==> src/rtl/bitmap_plotter.sv <==
// bitmap_plotter: scans a latched text bitmap one pixel per clock and
// emits VGA adapter writes (x, y, colour, plot). Pixels outside the
// 160x120 screen still take their cycle but are not plotted. A draw ends
// with a one-cycle done pulse before the block returns to idle.
module bitmap_plotter #(
    parameter int COLS     = 35,
    parameter int MAX_ROWS = 14
) (
    input  logic                       clk,
    input  logic                       resetn,
    input  logic                       start,
    input  logic [COLS*MAX_ROWS-1:0]   bitmap,
    input  logic [3:0]                 num_rows,
    input  logic [7:0]                 x_origin,
    input  logic [6:0]                 y_origin,
    input  logic [2:0]                 fg_colour,
    input  logic [2:0]                 bg_colour,
    input  logic                       draw_bg,
    output logic [7:0]                 x,
    output logic [6:0]                 y,
    output logic [2:0]                 colour,
    output logic                       plot,
    output logic                       busy,
    output logic                       done
);

    localparam int BW = COLS * MAX_ROWS;
    localparam int CW = (COLS > 1) ? $clog2(COLS) : 1;
    localparam int RW = $clog2(MAX_ROWS + 1);
    localparam int IW = (BW > 1) ? $clog2(BW) : 1;

    localparam logic [8:0]    X_LIMIT  = 9'd160;
    localparam logic [7:0]    Y_LIMIT  = 8'd120;
    localparam logic [CW-1:0] COL_LAST = CW'(COLS - 1);

    typedef enum logic [1:0] {
        S_IDLE = 2'd0,
        S_DRAW = 2'd1,
        S_DONE = 2'd2
    } state_t;

    // State and latched draw parameters
    state_t          state_q,   state_d;
    logic [BW-1:0]   bitmap_q,  bitmap_d;
    logic [RW-1:0]   nrows_q,   nrows_d;
    logic [7:0]      xo_q,      xo_d;
    logic [6:0]      yo_q,      yo_d;
    logic [2:0]      fg_q,      fg_d;
    logic [2:0]      bg_q,      bg_d;
    logic            draw_bg_q, draw_bg_d;

    // Scan position: the pixel that will be emitted at the next edge
    logic [CW-1:0]   col_q,     col_d;
    logic [RW-1:0]   row_q,     row_d;

    // Registered outputs
    logic [7:0]      x_q,       x_d;
    logic [6:0]      y_q,       y_d;
    logic [2:0]      colour_q,  colour_d;
    logic            plot_q,    plot_d;
    logic            busy_q,    busy_d;
    logic            done_q,    done_d;

    // Pixel source: live inputs while idle (pixel 0 goes out on the start
    // edge itself), latched copies while drawing
    logic [BW-1:0]   src_bitmap_s;
    logic [7:0]      src_xo_s;
    logic [6:0]      src_yo_s;
    logic [2:0]      src_fg_s;
    logic [2:0]      src_bg_s;
    logic            src_draw_bg_s;
    logic [CW-1:0]   src_col_s;
    logic [RW-1:0]   src_row_s;

    logic [IW-1:0]   idx_s;
    logic            pix_set_s;
    logic [8:0]      x_sum_s;
    logic [7:0]      y_sum_s;
    logic            on_screen_s;
    logic            pix_plot_s;
    logic [2:0]      pix_colour_s;
    logic [CW-1:0]   col_next_s;
    logic [RW-1:0]   row_next_s;
    logic [RW-1:0]   nrows_clamp_s;
    logic            emit_s;

    // Clamp the requested row count to what the bitmap can hold
    always_comb begin
        if (32'(num_rows) > 32'(MAX_ROWS)) begin
            nrows_clamp_s = RW'(MAX_ROWS);
        end else begin
            nrows_clamp_s = RW'(num_rows);
        end
    end

    // Select where the pixel being emitted this cycle comes from
    always_comb begin
        if (state_q == S_IDLE) begin
            src_bitmap_s  = bitmap;
            src_xo_s      = x_origin;
            src_yo_s      = y_origin;
            src_fg_s      = fg_colour;
            src_bg_s      = bg_colour;
            src_draw_bg_s = draw_bg;
            src_col_s     = '0;
            src_row_s     = '0;
        end else begin
            src_bitmap_s  = bitmap_q;
            src_xo_s      = xo_q;
            src_yo_s      = yo_q;
            src_fg_s      = fg_q;
            src_bg_s      = bg_q;
            src_draw_bg_s = draw_bg_q;
            src_col_s     = col_q;
            src_row_s     = row_q;
        end
    end

    // Pixel value, screen position, visibility and next scan position
    always_comb begin
        idx_s        = IW'(32'(src_row_s) * 32'(COLS) + 32'(src_col_s));
        pix_set_s    = src_bitmap_s[idx_s];
        x_sum_s      = {1'b0, src_xo_s} + 9'(src_col_s);
        y_sum_s      = {1'b0, src_yo_s} + 8'(src_row_s);
        on_screen_s  = (x_sum_s < X_LIMIT) && (y_sum_s < Y_LIMIT);
        pix_plot_s   = (pix_set_s || src_draw_bg_s) && on_screen_s;
        pix_colour_s = pix_set_s ? src_fg_s : src_bg_s;
        if (src_col_s == COL_LAST) begin
            col_next_s = '0;
            row_next_s = src_row_s + RW'(1);
        end else begin
            col_next_s = src_col_s + CW'(1);
            row_next_s = src_row_s;
        end
    end

    // Next-state logic and next values of all registered outputs
    always_comb begin
        state_d   = state_q;
        bitmap_d  = bitmap_q;
        nrows_d   = nrows_q;
        xo_d      = xo_q;
        yo_d      = yo_q;
        fg_d      = fg_q;
        bg_d      = bg_q;
        draw_bg_d = draw_bg_q;
        col_d     = col_q;
        row_d     = row_q;
        x_d       = 8'd0;
        y_d       = 7'd0;
        colour_d  = 3'd0;
        plot_d    = 1'b0;
        busy_d    = 1'b0;
        done_d    = 1'b0;
        emit_s    = 1'b0;

        case (state_q)
            S_IDLE: begin
                if (start) begin
                    bitmap_d  = bitmap;
                    nrows_d   = nrows_clamp_s;
                    xo_d      = x_origin;
                    yo_d      = y_origin;
                    fg_d      = fg_colour;
                    bg_d      = bg_colour;
                    draw_bg_d = draw_bg;
                    col_d     = '0;
                    row_d     = '0;
                    if (nrows_clamp_s == '0) begin
                        state_d = S_DONE;
                        done_d  = 1'b1;
                    end else begin
                        state_d = S_DRAW;
                        emit_s  = 1'b1;
                    end
                end else begin
                    state_d = S_IDLE;
                end
            end
            S_DRAW: begin
                // Row counter past the last row means every pixel is out
                if (row_q == nrows_q) begin
                    state_d = S_DONE;
                    done_d  = 1'b1;
                end else begin
                    state_d = S_DRAW;
                    emit_s  = 1'b1;
                end
            end
            S_DONE: begin
                state_d = S_IDLE;
            end
            default: begin
                state_d = S_IDLE;
            end
        endcase

        if (emit_s) begin
            busy_d   = 1'b1;
            x_d      = x_sum_s[7:0];
            y_d      = y_sum_s[6:0];
            colour_d = pix_colour_s;
            plot_d   = pix_plot_s;
            col_d    = col_next_s;
            row_d    = row_next_s;
        end else begin
            busy_d   = 1'b0;
        end
    end

    // State, latches, counters and outputs with synchronous active-low reset
    always_ff @(posedge clk) begin
        if (!resetn) begin
            state_q   <= S_IDLE;
            bitmap_q  <= '0;
            nrows_q   <= '0;
            xo_q      <= 8'd0;
            yo_q      <= 7'd0;
            fg_q      <= 3'd0;
            bg_q      <= 3'd0;
            draw_bg_q <= 1'b0;
            col_q     <= '0;
            row_q     <= '0;
            x_q       <= 8'd0;
            y_q       <= 7'd0;
            colour_q  <= 3'd0;
            plot_q    <= 1'b0;
            busy_q    <= 1'b0;
            done_q    <= 1'b0;
        end else begin
            state_q   <= state_d;
            bitmap_q  <= bitmap_d;
            nrows_q   <= nrows_d;
            xo_q      <= xo_d;
            yo_q      <= yo_d;
            fg_q      <= fg_d;
            bg_q      <= bg_d;
            draw_bg_q <= draw_bg_d;
            col_q     <= col_d;
            row_q     <= row_d;
            x_q       <= x_d;
            y_q       <= y_d;
            colour_q  <= colour_d;
            plot_q    <= plot_d;
            busy_q    <= busy_d;
            done_q    <= done_d;
        end
    end

    assign x      = x_q;
    assign y      = y_q;
    assign colour = colour_q;
    assign plot   = plot_q;
    assign busy   = busy_q;
    assign done   = done_q;

endmodule

==> config.mk <==
export PLATFORM = sky130hd
export DESIGN_NAME = bitmap_plotter
export DESIGN_NICKNAME = d
export VERILOG_FILES = /design/src/rtl/bitmap_plotter.sv
export SDC_FILE = /design/constraint.sdc
export NUM_CORES = 1
export LEC_CHECK = 0
export ABC_AREA = 1
export CAP_MARGIN = 20
export CELL_PAD_IN_SITES_DETAIL_PLACEMENT = 0
export CELL_PAD_IN_SITES_GLOBAL_PLACEMENT = 1
export CORE_MARGIN = 2
export CORE_UTILIZATION = 40
export DETAILED_ROUTE_END_ITERATION = 8
export PLACE_DENSITY_LB_ADDON = 0.3
export SYNTH_ARGS = -nofsm -noshare
export SYNTH_HDL_FRONTEND = slang
export SYNTH_SLANG_ARGS = --single-unit
export TNS_END_PERCENT = 5
==> constraint.sdc <==
create_clock -name clk -period 6.8 [get_ports clk]
set_input_delay 1.7 -clock clk [delete_from_list [all_inputs] [get_ports clk]]
set_output_delay 1.7 -clock clk [all_outputs]
set_load 0.05 [all_outputs]
==> results of run 1 <==
through the flow:
step	area [µm²]	setup WS, ns	hold WS [ns]	utilization [%]	total power, mW
4_1_cts	37600	1.52	0.448	50.5	9.50
3_5_place_dp	35500	1.57	0.439	47.6	5.93
2_1_floorplan	30100	2.17	0.425	-	5.14
6_report	37700	1.48	0.445	50.5	9.47
5_1_grt	37600	1.13	0.464	50.5	9.93
3_3_place_gp	35500	1.66	0.433	47.6	5.91
routing by layer:
metal / share of wire [%] / vias up
li1: - / 16000
met1: 46 / 14700
met2: 43 / 1149
met3: 8.1 / 162
met4: 2.4 / 8
met5: 0.048 / -
power breakdown:
group | internal (mW) | total [mW] | switching (mW) | leakage (nW)
clock network | 2.11 | 3.58 | 1.47 | 1.07
logic | 0.817 | 2.26 | 1.44 | 10.2
registers | 3.52 | 3.63 | 0.107 | 4.53
total | 6.45 | 9.47 | 3.02 | 15.8
cell type report:
cell class	instances	share of cell area (%)
Sequential cell	547	29.1
Inverter	547	5.50
Clock inverter	19	0.472
Clock buffer	96	5.20
Multi-Input combinational cell	3234	41.1
Antenna cell	14	0.0930
Tap cell	969	3.22
Timing Repair Buffer	574	15.4
flip-flops by register name, summed over array words and instances (netlist names):
| signal | flops |
|---|---|
| bg_q | 3 |
| nrows_q | 4 |
| col_q | 6 |
| x | 8 |
| row_q | 4 |
| plot | 1 |
| state_q | 2 |
| y | 7 |
| yo_q | 7 |
| draw_bg_q | 1 |
| bitmap_q | 490 |
| colour | 3 |
| xo_q | 8 |
| fg_q | 3 |
cell families (layout without fill, tap and decap cells):
| group | Yosys count | count (layout) |
|---|---|---|
| and+or+nand+nor | 1800 | 1800 |
| other | 0 | 14 |
| adders and majority gates | 26 | 26 |
| DFF | 547 | 547 |
| xor gates and xnor gates | 19 | 19 |
| buffers and inverters | 926 | 1236 |
| AOI/OAI and AO/OA | 1389 | 1389 |
Yosys cell counts (all sizes together) (3+ instances only):
master	count	area [µm²]
fa	5	100
a211oi	92	691
nor3	4	20.0
clkinv	3	11.3
or2	3	18.8
nand2	1130	4250
xor2	9	78.8
a21oi	576	2880
clkbuf	203	762
dfxtp	547	11000
o21ai	594	2980
xnor2	10	87.6
inv	544	2040
o22ai	4	25.0
nor2	223	867
o211ai	117	878
nand4	3	18.8
nand3	431	2170
buf	176	951
ha	21	263
nor4	4	31.3
worst max-delay path: stages, from the launching register on:
cell and delay (ns):
sky130_fd_sc_hd__dfxtp_1 0.46, sky130_fd_sc_hd__inv_2 0.10, sky130_fd_sc_hd__nand2_8 0.52, sky130_fd_sc_hd__nand2_2 0.21
sky130_fd_sc_hd__nor2_1 0.23, sky130_fd_sc_hd__o21bai_1 0.14, sky130_fd_sc_hd__ha_1 0.25, sky130_fd_sc_hd__ha_1 0.30
sky130_fd_sc_hd__ha_1 0.36, sky130_fd_sc_hd__a21oi_1 0.15, sky130_fd_sc_hd__nand2_1 0.07, sky130_fd_sc_hd__or2_2 0.27
sky130_fd_sc_hd__nand2_1 0.06, sky130_fd_sc_hd__buf_4 0.32, sky130_fd_sc_hd__inv_1 0.51, sky130_fd_sc_hd__nand3_1 0.25
sky130_fd_sc_hd__nand3_1 0.15, sky130_fd_sc_hd__nand3_1 0.14, sky130_fd_sc_hd__nand3_1 0.24, sky130_fd_sc_hd__nand3_2 0.24
sky130_fd_sc_hd__nand3_1 0.10, sky130_fd_sc_hd__nand2_1 0.07, sky130_fd_sc_hd__nor2_1 0.04
worst paths after layout:
| kind | end | cells after the start |
|---|---|---|
| worst min register to register | bitmap_q[135] | 2 |
| worst max register to register | colour[1] | 22 |
| worst max-delay path | colour[1] | 22 |
| worst min-delay path | bitmap_q[135] | 2 |
==> impl_metrics.sql, run 1 <==
INSERT INTO impl_metrics (metric_group, metric, value, unit) VALUES
('status', 'outcome', 'complete, no violations', ''),
('global_route', 'global_route_wire_length_before_repair', '178', 'mm'),
('timing', 'timing_max_transition_violations_final', '0', ''),
('placed_design', 'place.gp.congestion', '0.872', ''),
('drt', 'initial_detailed_routing_violation_count', '3357', ''),
('layout', 'mostFrequentLayoutCell', 'sky130_fd_sc_hd__nand2_1', ''),
('timing', 'setup_tns', '0', 'ns'),
('timing', 'timing.clock.skew', '0.0223', 'ns'),
('drt', 'finalWirelength', '120', 'mm'),
('global_route', 'grt.busiest_layer', 'met2', ''),
('logic_synthesis', 'synth_simple_gate_area_share', '24.5', '%'),
('global_route', 'met2_usage', '45.0', '%'),
('logic_synthesis', 'async_flop_share', '0', '%'),
('logic_synthesis', 'synth_edf_count', '0', ''),
('logic_synthesis', 'dominantRegCellSynth', 'sky130_fd_sc_hd__dfxtp_1', ''),
('floorplanning', 'row_count', '100', ''),
('global_route', 'grt_start_max_net_pins', '230', ''),
('setup_path', 'critPathArrivalTime', '5.81', 'ns'),
('drt', 'wire_per_inst', '19.9', 'µm'),
('floorplanning', 'top_level_ports', '540', ''),
('power', 'total_leakage_power', '15.8', 'nW'),
('logic_synthesis', 'area_fraction_in_compound_gates_after_synthesis', '24.9', '%'),
('worst_hold_path', 'timing.hold.worst.class', 'reg2reg', ''),
('global_route', 'grt_antenna_before_repair', '22', ''),
('logic_synthesis', 'synth_fp_nets', '5252', ''),
('layout', 'post_route_cells_drive_above_1_share', '3.29', '%'),
('global_route', 'globalRouteOverflowTotal', '0', ''),
('setup_path', 'end_kind', 'flop', ''),
('logic_synthesis', 'synth_top_family_by_area', 'compound AO/OA/AOI/OAI gates', ''),
('timing', 'min_period', '5.32', 'ns'),
('logic_synthesis', 'portion_of_netlist_area_occupied_by_mux_cells', '0', '%'),
('cts', 'inserted_clock_buffers', '66', ''),
('power', 'power_per_cell_area', '251', 'nW/µm²'),
('placed_design', 'dp_cells', '5871', ''),
('setup_path', 'ff2ff_setup_slack', '1.48', 'ns'),
('timing', 'fmax', '188', 'MHz'),
('cts', 'cts-root-buf', 'sky130_fd_sc_hd__clkbuf_16', ''),
('cts', 'clock_latency', '0.60', 'ns'),
('setup_path', 'crit-reg2reg-launch', 'state_q[0]', ''),
('logic_synthesis', 'synth_fa_ha_area_share', '1.20', '%'),
('layout', 'ff_latch_area', '11000', 'µm²'),
('cts', 'htreeDepth', '3', ''),
('floorplanning', 'die_x', '278', 'µm'),
('logic_synthesis', 'synth_area', '30100', 'µm²'),
('floorplanning', 'initial_core_util', '40.4', '%'),
('logic_synthesis', 'syn-instance-count', '4707', ''),
('logic_synthesis', 'synth-seq-cells', '547', ''),
('floorplanning', 'fp.coreArea', '74600', 'µm²'),
('cts', 'cts_tree', 'done', ''),
('timing', 'hold_violations', '0', ''),
('logic_synthesis', 'ys_seq_area_share', '36.3', '%'),
('floorplanning', 'floorplan.die.height', '278', 'µm'),
('power', 'max-vdd-ir-drop', '0.000153', 'V'),
('logic_synthesis', 'syn_area_per_cell', '6.40', 'µm²'),
('setup_path', 'cp_data_required_time', '7.29', 'ns'),
('drt', 'route.detailed.drc', '0', ''),
('timing', 'max-slew-margin-rel', '28.3', '%'),
('layout', 'synthToLayoutAreaGrowth', '25.0', '%'),
('timing', 'final.period_utilization', '78.2', '%'),
('setup_path', 'worstSetupStartpoint', 'state_q[0]', ''),
('drt', 'antenna_violating_nets_post_route', '0', ''),
('setup_path', 'worst_setup_start_kind', 'flop', ''),
('placed_design', 'hpwlAfterDp', '80.4', 'mm'),
('logic_synthesis', 'synth-warning-count', '0', ''),
('layout', 'nFillCells', '7593', ''),
('cts', 'cts.sinks', '547', ''),
('global_route', 'global_route_met1_usage', '43.1', '%'),
('logic_synthesis', 'yosys.area_share.xor_xnor', '0.552', '%'),
('timing', 'worst_pin_slew', '1.08', 'ns'),
('drt', 'route.vias.total', '32000', ''),
('setup_path', 'critical_path_peak_fanout', '102', '');
(Power assumes the default switching activity.)
==> run 2, diff against run 1 <==
Settings changed: CORE_UTILIZATION 40 to 34.
Clock period 6.8 ns to 4.3 ns, I/O delays scaled along.
==> impl_metrics.sql, run 2 (same netlist as run 1, synthesis figures left out) <==
INSERT INTO impl_metrics (metric_group, metric, value, unit) VALUES
('cts', 'clock_latency', '0.60', 'ns'),
('power', 'max-vdd-ir-drop', '0.000234', 'V'),
('setup_path', 'crit-reg2reg-launch', 'state_q[0]', ''),
('setup_path', 'critical_path.reg2reg.endpoint', 'colour[1]', ''),
('power', 'total_leakage_power', '16.2', 'nW'),
('timing', 'worst_pin_slew', '1.15', 'ns'),
('layout', 'synthToLayoutAreaGrowth', '28.2', '%'),
('timing', 'max-slew-margin-rel', '23.4', '%'),
('setup_path', 'ff2ff_setup_slack', '0.26', 'ns'),
('timing', 'final.period_utilization', '93.9', '%'),
('cts', 'cts_tree', 'done', ''),
('drt', 'antenna_violating_nets_post_route', '0', ''),
('layout', 'summed_area_of_non_filler_cells_in_the_final_layout', '38600', 'µm²'),
('drt', 'route.detailed.drc', '0', ''),
('cts', 'cts.sinks', '547', ''),
('floorplanning', 'initial_core_util', '34.2', '%'),
('setup_path', 'worst_r2r_path_depth', '22', ''),
('global_route', 'grt_usage', '26.9', '%'),
('cts', 'htreeDepth', '3', ''),
('status', 'outcome', 'complete, no violations', ''),
('global_route', 'global_route_wire_length_before_repair', '186', 'mm'),
('cts', 'worst_setup_hold_path_clk_slew', '0.06', 'ns'),
('drt', 'route.vias.total', '32000', ''),
('global_route', 'globalRouteOverflowTotal', '0', ''),
('worst_hold_path', 'worstHoldPathCells', '2', ''),
('global_route', 'grt_antenna_before_repair', '36', ''),
('floorplanning', 'die_area', '91000', 'µm²'),
('layout', 'fin_cells', '6238', ''),
('placed_design', 'hpwlAfterDp', '87.2', 'mm'),
('timing', 'setup_tns', '0', 'ns'),
('floorplanning', 'top_level_ports', '540', ''),
('placed_design', 'dp_cells', '6101', ''),
('timing', 'hold_violations', '0', ''),
('cts', 'cts-root-buf', 'sky130_fd_sc_hd__clkbuf_16', ''),
('drt', 'initial_detailed_routing_violation_count', '2867', ''),
('floorplanning', 'floorplan.die.height', '302', 'µm'),
('worst_hold_path', 'min_from', 'bitmap_q[136]', ''),
('global_route', 'first_global_vias', '28800', ''),
('global_route', 'grt_start_max_net_pins', '217', ''),
('setup_path', 'end_kind', 'flop', ''),
('layout', 'net_count_reported_at_finish', '5557', ''),
('setup_path', 'worst_setup_start_kind', 'flop', ''),
('placed_design', 'io_buffer_count', '539', ''),
('floorplanning', 'fp.coreArea', '88100', 'µm²'),
('drt', 'finalWirelength', '128', 'mm'),
('drt', 'drt_pass1_iterations', '8', ''),
('setup_path', 'critical_path_peak_fanout', '13', ''),
('layout', 'post_route_cells_drive_above_1_share', '4.23', '%'),
('layout', 'register_bank_with_the_most_flops', 'bitmap_q', ''),
('power', 'power_per_cell_area', '395', 'nW/µm²'),
('layout', 'mostFrequentLayoutCells', '1125 x sky130_fd_sc_hd__nand2_1, 584 x sky130_fd_sc_hd__o21ai_0, 575 x sky130_fd_sc_hd__a21oi_1, 545 x sky130_fd_sc_hd__dfxtp_1, 538 x sky130_fd_sc_hd__clkdlybuf4s50_1', ''),
('placed_design', 'place.gp.congestion', '0.865', ''),
('floorplanning', 'row_count', '109', ''),
('timing', 'report.final.setup_viol', '0', ''),
('layout', 'largest_register_ffs', '490', ''),
('worst_hold_path', 'hold_ep', 'bitmap_q[136]', ''),
('timing', 'timing_max_transition_violations_final', '0', ''),
('worst_hold_path', 'timing.hold.worst.class', 'reg2reg', ''),
('floorplanning', 'die_x', '302', 'µm'),
('cts', 'inserted_clock_buffers', '68', ''),
('timing', 'fmax', '248', 'MHz'),
('setup_path', 'worstSetupPathType', 'reg2reg', ''),
('timing', 'timing.clock.skew', '0.0191', 'ns'),
('job', 'maxCapViolations', '0', ''),
('setup_path', 'critPathArrivalTime', '4.52', 'ns'),
('drt', 'via_per_inst', '5.13', ''),
('layout', 'mostFrequentLayoutCell', 'sky130_fd_sc_hd__nand2_1', ''),
('placed_design', 'placed_cell_area', '36200', 'µm²'),
('timing', 'rsz0062_at_grt', 'no', ''),
('power', 'total_power', '15.3', 'mW'),
('drt', 'wire_per_inst', '20.5', 'µm'),
('setup_path', 'cp_data_required_time', '4.78', 'ns'),
('cts', 'cts-root-to-sink-buffers', '3', ''),
('timing', 'min_period', '4.04', 'ns');
[run 2: cell count changes in the layout (fill, tap and decap cells not counted), sizes merged]
cell	before	now
clkinvlp	0	1
clkinv	17	5
diode	14	15
buf	36	73
inv	546	548
bufinv	3	4
clkbuf	96	108
[run 2: metrics by stage]
step	worst slack (ns)	hold WS, ns	util (%)
final	0.263	0.445	43.8
after global routing	0.00211	0.459	43.8
after CTS	0.0540	0.448	43.6
after detailed placement	0.0358	0.439	41.1
after global placement	0.118	0.432	41.1
after floorplan	0.0512	0.425	-
[run 2: timing repair]
action / in CTS / in global routing
pin swaps: 0 / 1
cloned: 0 / 3
endpoints found under the setup margin: 2 / 4
buffers inserted: 0 / 3
gates resized for setup: 1 / 14
hold buffers: 0 / 0
[run 2: layout make-up]
| class | instances | area, µm² |
|---|---|---|
| repair buffers | 614 | 6330 |
| flip-flops and latches | 547 | 11000 |
| clock buffers | 105 | 2060 |
| multi-input cells | 3234 | 15500 |
| well taps | 1165 | 1460 |
| inverters | 547 | 2090 |
| diodes | 15 | 37.5 |
| fillers | 9310 | 49500 |
| clock inverters | 11 | 165 |
[run 2: where the power goes]
group / total (mW) / switching [mW] / internal, mW
Sequential: 5.74 / 0.170 / 5.57
Clock: 5.87 / 2.34 / 3.52
Combinational: 3.65 / 2.33 / 1.33
Total: 15.3 / 4.84 / 10.4
[run 2: routing by layer]
metal | share of wire [%] | global-route usage (%)
met1 | 45 | 37.7
met2 | 44 | 41.2
met3 | 7.8 | 5.51
met4 | 2.7 | 8.73
met5 | 0.13 | 0
[run 2: worst max path at each step]
stage / slack [ns] / to / start
after detailed placement: 0.04 / colour[2] / state_q[0]
after global routing: 0.002 / colour[0] / state_q[0]
after global placement: 0.12 / colour[2] / state_q[0]
after floorplan: 0.05 / colour[0] / state_q[0]
final: 0.26 / colour[1] / state_q[0]
after CTS: 0.05 / colour[1] / state_q[0]
[run 2: critical path: stages, from the launching register on]
cell and delay, ns:
sky130_fd_sc_hd__dfxtp_4 0.36, sky130_fd_sc_hd__nor2_4 0.13, sky130_fd_sc_hd__buf_4 0.23, sky130_fd_sc_hd__nor2_4 0.04, sky130_fd_sc_hd__inv_1 0.09, sky130_fd_sc_hd__o21bai_1 0.07
sky130_fd_sc_hd__ha_1 0.28, sky130_fd_sc_hd__ha_1 0.30, sky130_fd_sc_hd__ha_1 0.39, sky130_fd_sc_hd__a21oi_1 0.16, sky130_fd_sc_hd__nand2_1 0.07, sky130_fd_sc_hd__or2_2 0.28
sky130_fd_sc_hd__nand2_2 0.07, sky130_fd_sc_hd__inv_1 0.27, sky130_fd_sc_hd__buf_4 0.31, sky130_fd_sc_hd__a21oi_1 0.12, sky130_fd_sc_hd__nand2_1 0.06, sky130_fd_sc_hd__nand2_1 0.06
sky130_fd_sc_hd__nand4_1 0.08, sky130_fd_sc_hd__nand3_1 0.17, sky130_fd_sc_hd__nand3_4 0.13, sky130_fd_sc_hd__a21oi_1 0.16, sky130_fd_sc_hd__nor2_1 0.06
